## config.mk

```make
export PLATFORM = sky130hd
export DESIGN_NAME = uart_tx_fifo
export DESIGN_NICKNAME = d
export VERILOG_FILES = /design/src/rtl/uart_tx_fifo.sv
export SDC_FILE = /design/constraint.sdc
export NUM_CORES = 1
export LEC_CHECK = 0
export ABC_AREA = 1
export CAP_MARGIN = 15
export CORE_UTILIZATION = 25
export CTS_BUF_LIST = sky130_fd_sc_hd__clkbuf_4
export CTS_CLUSTER_SIZE = 10
export DETAILED_ROUTE_END_ITERATION = 7
export PLACE_DENSITY = 0.47
export SLEW_MARGIN = 0
export SYNTH_ARGS = -nofsm -noshare
export SYNTH_HDL_FRONTEND = slang
export SYNTH_SLANG_ARGS = --single-unit
```

## constraint.sdc

```tcl
create_clock -name clk -period 4 [get_ports clk]
set_input_delay 0.4 -clock clk [delete_from_list [all_inputs] [get_ports clk]]
set_output_delay 0.4 -clock clk [all_outputs]
set_load 0.03 [all_outputs]
```

## src/rtl/uart_tx_fifo.sv

```systemverilog
`default_nettype none
// ============================================================================
// Module      : uart_tx_fifo
// Description : UART transmitter with input FIFO, configurable width, parity,
//               stop bits and baud prescaler; frames sent back-to-back.
// Revision    : 1.0 - initial release
// ============================================================================
module uart_tx_fifo #(
    parameter int DWIDTH     = 8,
    parameter int FIFO_DEPTH = 8,
    parameter int PRESC_W    = 16
) (
    input  logic                              clk,
    input  logic                              rst,
    input  logic [DWIDTH-1:0]                 p_data,
    input  logic                              data_valid,
    output logic                              data_ready,
    input  logic                              par_en,
    input  logic                              par_typ,
    input  logic                              stop2,
    input  logic [PRESC_W-1:0]                baud_div,
    output logic                              tx_out,
    output logic                              busy,
    output logic [$clog2(FIFO_DEPTH+1)-1:0]   fifo_count
);

    localparam int c_ADDR_W = $clog2(FIFO_DEPTH);
    localparam int c_CNT_W  = $clog2(FIFO_DEPTH + 1);
    localparam int c_BIT_W  = $clog2(DWIDTH);

    localparam logic [c_CNT_W-1:0] c_FULL     = c_CNT_W'(FIFO_DEPTH);
    localparam logic [c_BIT_W-1:0] c_LAST_BIT = c_BIT_W'(DWIDTH - 1);

    localparam logic [2:0] c_S_IDLE   = 3'd0;
    localparam logic [2:0] c_S_START  = 3'd1;
    localparam logic [2:0] c_S_DATA   = 3'd2;
    localparam logic [2:0] c_S_PARITY = 3'd3;
    localparam logic [2:0] c_S_STOP1  = 3'd4;
    localparam logic [2:0] c_S_STOP2  = 3'd5;

    // ------------------------------------------------------------------------
    // Input FIFO
    // ------------------------------------------------------------------------
    logic [DWIDTH-1:0]   r_mem [FIFO_DEPTH];
    logic [c_ADDR_W-1:0] r_wr_ptr;
    logic [c_ADDR_W-1:0] r_rd_ptr;
    logic [c_CNT_W-1:0]  r_count;
    logic                w_push;
    logic                w_pop;
    logic                w_empty;

    // Readiness depends only on the stored count, so a same-cycle pop never frees a slot.
    assign data_ready = (r_count != c_FULL);
    assign w_empty    = (r_count == '0);
    assign w_push     = data_valid & data_ready;
    assign fifo_count = r_count;

    always_ff @(posedge clk) begin
        if (w_push) begin
            r_mem[r_wr_ptr] <= p_data;
        end
    end

    always_ff @(posedge clk) begin
        if (!rst) begin
            r_wr_ptr <= '0;
            r_rd_ptr <= '0;
            r_count  <= '0;
        end else begin
            if (w_push) begin
                r_wr_ptr <= r_wr_ptr + c_ADDR_W'(1);
            end
            if (w_pop) begin
                r_rd_ptr <= r_rd_ptr + c_ADDR_W'(1);
            end
            case ({w_push, w_pop})
                2'b10:   r_count <= r_count + c_CNT_W'(1);
                2'b01:   r_count <= r_count - c_CNT_W'(1);
                default: r_count <= r_count;
            endcase
        end
    end

    // ------------------------------------------------------------------------
    // Frame FSM
    // ------------------------------------------------------------------------
    logic [2:0]         r_state;
    logic [c_BIT_W-1:0] r_bit_idx;
    logic [PRESC_W-1:0] r_baud_cnt;
    logic [DWIDTH-1:0]  r_word;
    logic               r_par_en;
    logic               r_par_typ;
    logic               r_stop2;
    logic [PRESC_W-1:0] r_div;
    logic               r_tx;
    logic               r_busy;

    logic [2:0]         w_state_nxt;
    logic [c_BIT_W-1:0] w_bit_nxt;
    logic [PRESC_W-1:0] w_cnt_nxt;
    logic               w_frame_end;
    logic               w_tx_nxt;

    always_ff @(posedge clk) begin
        if (!rst) begin
            r_state    <= c_S_IDLE;
            r_bit_idx  <= '0;
            r_baud_cnt <= '0;
            r_word     <= '0;
            r_par_en   <= 1'b0;
            r_par_typ  <= 1'b0;
            r_stop2    <= 1'b0;
            r_div      <= '0;
            r_tx       <= 1'b1;
            r_busy     <= 1'b0;
        end else begin
            r_state    <= w_state_nxt;
            r_bit_idx  <= w_bit_nxt;
            r_baud_cnt <= w_cnt_nxt;
            r_tx       <= w_tx_nxt;
            r_busy     <= (w_state_nxt != c_S_IDLE);
            if (w_pop) begin
                r_word    <= r_mem[r_rd_ptr];
                r_par_en  <= par_en;
                r_par_typ <= par_typ;
                r_stop2   <= stop2;
                r_div     <= baud_div;
            end
        end
    end

    always_comb begin
        w_state_nxt = r_state;
        w_bit_nxt   = r_bit_idx;
        w_cnt_nxt   = r_baud_cnt;
        w_frame_end = 1'b0;
        w_pop       = 1'b0;

        if (r_state == c_S_IDLE) begin
            if (!w_empty) begin
                w_pop       = 1'b1;
                w_state_nxt = c_S_START;
                w_cnt_nxt   = '0;
            end
        end else if (r_baud_cnt == r_div) begin
            w_cnt_nxt = '0;
            case (r_state)
                c_S_START: begin
                    w_state_nxt = c_S_DATA;
                    w_bit_nxt   = '0;
                end
                c_S_DATA: begin
                    if (r_bit_idx == c_LAST_BIT) begin
                        w_state_nxt = r_par_en ? c_S_PARITY : c_S_STOP1;
                    end else begin
                        w_bit_nxt = r_bit_idx + c_BIT_W'(1);
                    end
                end
                c_S_PARITY: w_state_nxt = c_S_STOP1;
                c_S_STOP1: begin
                    if (r_stop2) begin
                        w_state_nxt = c_S_STOP2;
                    end else begin
                        w_frame_end = 1'b1;
                    end
                end
                c_S_STOP2: w_frame_end = 1'b1;
                default:   w_state_nxt = c_S_IDLE;
            endcase
        end else begin
            w_cnt_nxt = r_baud_cnt + PRESC_W'(1);
        end

        // Chain straight into the next start bit when more words are queued.
        if (w_frame_end) begin
            if (!w_empty) begin
                w_pop       = 1'b1;
                w_state_nxt = c_S_START;
            end else begin
                w_state_nxt = c_S_IDLE;
            end
        end

        case (w_state_nxt)
            c_S_START:  w_tx_nxt = 1'b0;
            c_S_DATA:   w_tx_nxt = r_word[w_bit_nxt];
            c_S_PARITY: w_tx_nxt = r_par_typ ? ~^r_word : ^r_word;
            default:    w_tx_nxt = 1'b1;
        endcase
    end

    assign tx_out = r_tx;
    assign busy   = r_busy;

endmodule
`default_nettype wire

```

==> flow_metrics.py, run 1 <==
metrics = {
    "run_status": {
        "status": "completed",
    },
    "cells_and_area": {
        "num-fill-cells": 2421,
        "seq_area_sq_um": 3143,
        "layout_common_cells": "nand2_1, nand3_1, edfxtp_1",
        "syn_to_final_growth_pct": 16.97,
        "nets": 758,
        "instances_no_fill": 1021,
        "final_common_cell": "nand2_1",
        "drive_above_1_share_pct": 9.264,
        "multiInputGateArea_sq_um": 2232,
        "design_area_sq_um": 6744,
    },
    "critical_path": {
        "max_stage_delay_ns": 0.46,
        "cp_num_buf_inv": 3,
        "worstPathMaxFanout": 45,
        "path_class": "register to register",
        "cpMaxStageDelayCell": "dfxtp_1",
        "critPathLaunchType": "register",
        "end_kind": "register",
        "cp_cell_sequence": "inv_2, nand2_1, nand2_1, nor2_1, nand2_1, nor2_4, nand3_2, nand2_2, nand2_4, clkinv_4, ha_1, xor2_1, ha_1, a21oi_1, xor2_1, o21ai_0, inv_1",
        "cp_common_cell": "nand2_1",
        "arrival_ns": 3.37,
        "cp.required_ns": 4.45,
        "critPathTopFamily": "simple AND/OR/NAND/NOR gates",
    },
    "pwr": {
        "power_density_nw_per_um2": 645.0,
        "ir_drop_mv": 0.2569,
        "leakage_nw": 2.542,
    },
    "yosys": {
        "synth_compound_area_share_pct": 10.57,
        "synthAdderAreaFrac_pct": 1.519,
        "synth_xor_area_share_pct": 1.519,
        "ys_async_sr_fraction_pct": 0,
        "avgSynthCellArea_sq_um": 8.417,
        "yosysSeqAreaShare_pct": 54.51,
        "synth_seq_cells": 125,
        "syn_nets": 722,
        "ys.flop_type": "edfxtp_1",
        "synth_cell_type_count": 38,
        "yosysWarnings": 0,
        "synth_area_sq_um": 5766,
        "synth_cells": 685,
        "synthSimpleGateAreaFrac_pct": 25.11,
        "synthMuxAreaShare_pct": 0,
        "synth_top_family_by_area": "simple AND/OR/NAND/NOR gates",
        "synth_edf_count": 64,
    },
    "placement": {
        "gp_congestion": 0.8104,
        "port_buffers": 36,
        "hpwl_microns": 8870,
        "place_inst": 987,
        "placed_area_sq_um": 6412,
    },
    "cts": {
        "cts_buffers": 17,
        "cts_tree": "done",
        "cts_hold_buf": 0,
        "clkSlewWorstSetupHoldPaths_ns": 0.14,
        "post_cts_resized": 0,
        "clockRootBuffer": "clkbuf_4",
        "h-tree-depth": 4,
        "insertion_delay_ns": 0.54,
        "post_cts.repair.setup_buffers": 0,
        "clockBufferDepth": 2,
        "clock_sinks": 125,
    },
    "grt": {
        "grtUsageMet3_pct": 3.185,
        "antenna_found_initial": 1,
        "grtUsageMet1_pct": 16.01,
        "grtUsageTotal_pct": 12.46,
        "grt_pass1_wl_microns": 22620,
        "met2_usage_pct": 20.35,
        "busiest_layer": "met2",
        "overflow": 0,
        "grt_pass1_vias": 4289,
        "grt_start_max_net_pins": 46,
    },
    "detailed_routing": {
        "wl_per_cell_microns": 13.64,
        "antenna_left": 0,
        "wl_microns": 13920,
        "drcViolationCount": 0,
        "vias_per_cell": 4.417,
        "drt_iter0_drc": 194,
        "vias": 4510,
        "dr.pass1.iters": 4,
    },
    "sta": {
        "finalHoldViolCount": 0,
        "slew_headroom_pct": 32.62,
        "period_needed_ns": 2.919,
        "finalSetupTns_ns": 0,
        "finalCritPeriodShare_pct": 72.98,
        "tightestPinTransition_ns": 1.007,
        "rsz0062_at_grt": "no",
        "fmax_mhz": 342.6,
        "finalSetupViolCount": 0,
        "skew_ns": 0.01926,
        "slew_violations": 0,
    },
    "hold_path": {
        "hold_path.class": "input port to register",
    },
    "floorplanning": {
        "fp.dieArea_sq_um": 23670,
        "start_util_pct": 25.47,
        "io_pins": 37,
        "die_h_microns": 153.9,
        "rows": 55,
        "coreArea_sq_um": 22640,
        "die_w_microns": 153.9,
    },
    "job": {
        "max-cap-violations": 0,
    },
}
flip-flops by register name (all words and copies together) (netlist names):
signal,cells
r_stop2,1
r_div,16
r_mem,64
tx_out,1
busy,1
r_bit_idx,3
r_wr_ptr,3
r_word,8
r_state,3
fifo_count,4
r_baud_cnt,16
r_rd_ptr,3
r_par_en,1
r_par_typ,1
kinds of logic (layout without fill, tap and decap cells):
logic type | count (synthesis) | count (layout)
adders and majority gates | 7 | 7
and+or+nand+nor | 331 | 331
buffers and inverters | 98 | 147
AOI/OAI and AO/OA | 114 | 114
xor gates and xnor gates | 10 | 10
DFF | 125 | 125
other | 0 | 2
cells in the mapped netlist (4+ instances only):
cell type / count / share of area [%]
nand3_1: 78 / 6.8
nand4_1: 5 / 0.54
nand2_1: 192 / 12
nor2_1: 36 / 2.3
o21ai_0: 29 / 2.5
ha_1: 7 / 1.5
inv_2: 12 / 0.78
buf_2: 5 / 0.43
o21ai_1: 23 / 2.0
xor2_1: 4 / 0.61
xnor2_1: 6 / 0.91
clkbuf_1: 17 / 1.1
nand2_2: 4 / 0.43
a31oi_1: 7 / 0.76
a21oi_1: 47 / 4.1
dfxtp_1: 61 / 21
inv_1: 58 / 3.8
edfxtp_1: 64 / 33
power breakdown:
part	internal [mW]	total, mW	switching [mW]
sequential	1.54	1.67	0.121
clock	0.407	1.00	0.593
combinational	0.550	1.68	1.13
total	2.50	4.35	1.85
path summary, 6_finish.rpt:
| kind | from | end | slack [ns] | depth (start not counted) |
|---|---|---|---|---|
| max | r_baud_cnt[7]$_SDFFE_PN0P_ | fifo_count[2]$_SDFFE_PN0P_ | 1.08 | 17 |
| min | baud_div[6] | r_div[6]$_SDFFE_PN0P_ | 0.45 | 3 |
| max reg2reg | r_baud_cnt[7]$_SDFFE_PN0P_ | fifo_count[2]$_SDFFE_PN0P_ | 1.08 | 17 |
| min reg2reg | r_par_en$_SDFFE_PN0P_ | r_par_en$_SDFFE_PN0P_ | 0.47 | 2 |
layer usage:
metal  vias to the layer above  routed length (microns)
met1                      2069                     6765
met3                         9                      486
met2                        64                     6499
met4                         0                      172
met5                         -                        0
li1                       2368                        -
worst reg2reg max path: stages (launching register included):
cell and delay (ns):
dfxtp_1 0.46, inv_2 0.09, nand2_1 0.06, nand2_1 0.05, nor2_1 0.12, nand2_1 0.10
nor2_4 0.17, nand3_2 0.11, nand2_2 0.10, nand2_4 0.28, clkinv_4 0.26, ha_1 0.25
xor2_1 0.20, ha_1 0.18, a21oi_1 0.05, xor2_1 0.16, o21ai_0 0.14, inv_1 0.05
cell type report:
cell class | instances | area share, %
Antenna cell | 2 | 0.07421
Clock buffer | 17 | 1.892
Clock inverter | 15 | 2.950
Inverter | 74 | 4.193
Multi-Input combinational cell | 462 | 33.10
Sequential cell | 125 | 46.60
Tap cell | 285 | 5.288
Timing Repair Buffer | 41 | 5.900
metrics by stage:
stage / hold slack [ns] / setup WS (ns) / util, % / power [mW]
after floorplan: 0.4304 / 1.615 / - / 2.957
after global placement: 0.4564 / 1.100 / 28.32 / 3.393
after detailed placement: 0.4555 / 1.048 / 28.32 / 3.404
after CTS: 0.3971 / 1.026 / 29.77 / 4.412
after global routing: 0.3998 / 0.6432 / 29.79 / 4.700
final: 0.4535 / 1.081 / 29.79 / 4.350
(Power assumes the default switching activity.)
==> inputs of run 2 (changes only) <==
PLACE_DENSITY = 0.49   (was 0.47)
clock period = 2.4 ns   (was 4 ns; I/O delays follow)
==> run 2 against run 1 <==
Effect of this change: setup slack got worse by 0.85 ns; largest cell class unchanged; cell count increased by 1.9%; clock power increased by 62%; worst hold slack worse by 0.18 ns; die area unchanged; critical path type unchanged.
==> flow_metrics.py, run 2 (synthesis gave the netlist of run 1 again) <==
metrics = {
    "run_status": {
        "status": "completed",
    },
    "cts": {
        "insertion_delay_ns": 0.56,
        "post_cts.repair.setup_buffers": 0,
        "clock_sinks": 125,
        "cts_tree": "done",
        "clockRootBuffer": "clkbuf_4",
        "clockBufferDepth": 2,
        "cts_hold_buf": 0,
        "clkSlewWorstSetupHoldPaths_ns": 0.17,
        "cts_buffers": 17,
        "post_cts_resized": 0,
        "h-tree-depth": 4,
    },
    "detailed_routing": {
        "antenna_left": 0,
        "dr.pass1.iters": 5,
        "wl_microns": 13650,
        "vias": 4639,
        "drcViolationCount": 0,
        "drt_iter0_drc": 216,
        "vias_per_cell": 4.461,
        "wl_per_cell_microns": 13.12,
    },
    "placement": {
        "place_ws_ns": 0.08919,
        "port_buffers": 36,
        "hpwl_microns": 8810,
        "gp_congestion": 0.7854,
    },
    "cells_and_area": {
        "syn_to_final_growth_pct": 20.25,
        "drive_above_1_share_pct": 14.19,
        "layout_common_cells": "nand2_1, nand3_1, edfxtp_1",
        "largest_register_ffs": 64,
        "nets": 778,
        "largest_register": "r_mem",
        "final_common_cell": "nand2_1",
        "num-fill-cells": 2388,
        "reg.largest.list": "r_mem x64, r_baud_cnt x16, r_div x16",
    },
    "sta": {
        "tightestPinTransition_ns": 0.6551,
        "finalCritPeriodShare_pct": 90.31,
        "rsz0062_at_grt": "no",
        "skew_ns": 0.03769,
        "hold_ws_ns": 0.2744,
        "finalSetupViolCount": 0,
        "finalHoldViolCount": 0,
        "period_needed_ns": 2.167,
        "slew_headroom_pct": 56.28,
        "fin_ws_ns": 0.2326,
        "fmax_mhz": 461.4,
        "finalSetupTns_ns": 0,
        "slew_violations": 0,
    },
    "critical_path": {
        "crit_start": "r_baud_cnt[2]$_SDFFE_PN0P_",
        "cp.required_ns": 2.85,
        "r2r_cells": 17,
        "worstReg2RegStart": "r_baud_cnt[2]$_SDFFE_PN0P_",
        "arrival_ns": 2.62,
        "path_class": "register to register",
        "worst-r2r-setup-slack_ns": 0.23,
        "worstPathMaxFanout": 6,
        "critPathLaunchType": "register",
        "end_kind": "register",
    },
    "floorplanning": {
        "io_pins": 37,
        "die_h_microns": 153.9,
        "fp.dieArea_sq_um": 23670,
        "coreArea_sq_um": 22640,
        "start_util_pct": 25.47,
        "rows": 55,
        "die_w_microns": 153.9,
    },
    "pwr": {
        "power_frac_clock_pct": 22.0,
        "seqPwrFrac_pct": 37.8,
        "leakage_nw": 2.657,
        "power.internal_mw": 4.209,
        "switching_share_pct": 42.78,
        "comb_power_share_pct": 40.2,
        "p_switching_mw": 3.147,
        "ir_drop_mv": 0.3558,
        "power_density_nw_per_um2": 1061,
    },
    "grt": {
        "grt_pass1_vias": 4356,
        "grt_start_max_net_pins": 45,
        "grt_pass1_wl_microns": 22050,
        "grtUsageTotal_pct": 12.11,
        "overflow": 0,
        "antenna_found_initial": 1,
    },
    "job": {
        "max-cap-violations": 0,
    },
    "hold_path": {
        "whs_path_depth": 3,
        "hold_path.class": "input port to register",
        "hold_start": "baud_div[7]",
    },
}
run 2: path summary, 6_finish.rpt:
path | endpoint
max | fifo_count[2]$_SDFFE_PN0P_
min | r_div[7]$_SDFFE_PN0P_
max reg2reg | fifo_count[2]$_SDFFE_PN0P_
min reg2reg | r_par_en$_SDFFE_PN0P_
run 2: critical path, cell delays in order, from the launching register on:
cell	delay, ns
dfxtp_1	0.44
inv_2	0.05
nand2_1	0.05
nand2_1	0.05
nor2_1	0.10
nand2_1	0.09
nor2_4	0.12
nand3_2	0.09
nand2_2	0.09
nand2_4	0.06
clkinv_4	0.06
ha_4	0.14
xor2_2	0.16
ha_1	0.16
a21oi_1	0.04
xor2_1	0.17
o21ai_0	0.14
inv_1	0.05
run 2: layout make-up:
| type | count | area [sq um] | share of cell area (%) |
|---|---|---|---|
| Sequential cell | 125 | 3159 | 45.57 |
| Tap cell | 285 | 356.6 | 5.143 |
| Timing Repair Buffer | 61 | 548.0 | 7.905 |
| Clock buffer | 17 | 127.6 | 1.841 |
| Inverter | 74 | 282.8 | 4.079 |
| Multi-Input combinational cell | 462 | 2263 | 32.65 |
| Antenna cell | 1 | 2.502 | 0.03609 |
| Clock inverter | 15 | 192.7 | 2.779 |
run 2: per-layer routing:
layer | vias up | wire length, microns | GRT usage (%)
met4 | 0 | 146 | 3.810
met3 | 10 | 541 | 3.495
met2 | 74 | 6358 | 19.89
li1 | 2399 | - | -
met5 | - | 0 | 0
met1 | 2156 | 6598 | 15.26
run 2: power by group through the flow:
stage	clock, mW	sequential [mW]	combinational (mW)
2_1_floorplan	0	2.85	2.08
3_3_place_gp	0	2.83	2.95
3_5_place_dp	0	2.82	2.95
4_1_cts	1.67	2.78	2.96
5_1_grt	1.77	2.82	3.37
6_report	1.62	2.78	2.96
run 2: per-stage QoR:
step,instances,utilization (%),cell area [sq um],power (mW)
2_1_floorplan,685,-,5766,4.928
3_3_place_gp,1007,28.99,6563,5.775
3_5_place_dp,1007,28.99,6563,5.774
4_1_cts,1039,30.40,6883,7.411
5_1_grt,1040,30.62,6933,7.956
6_report,1040,30.62,6933,7.356
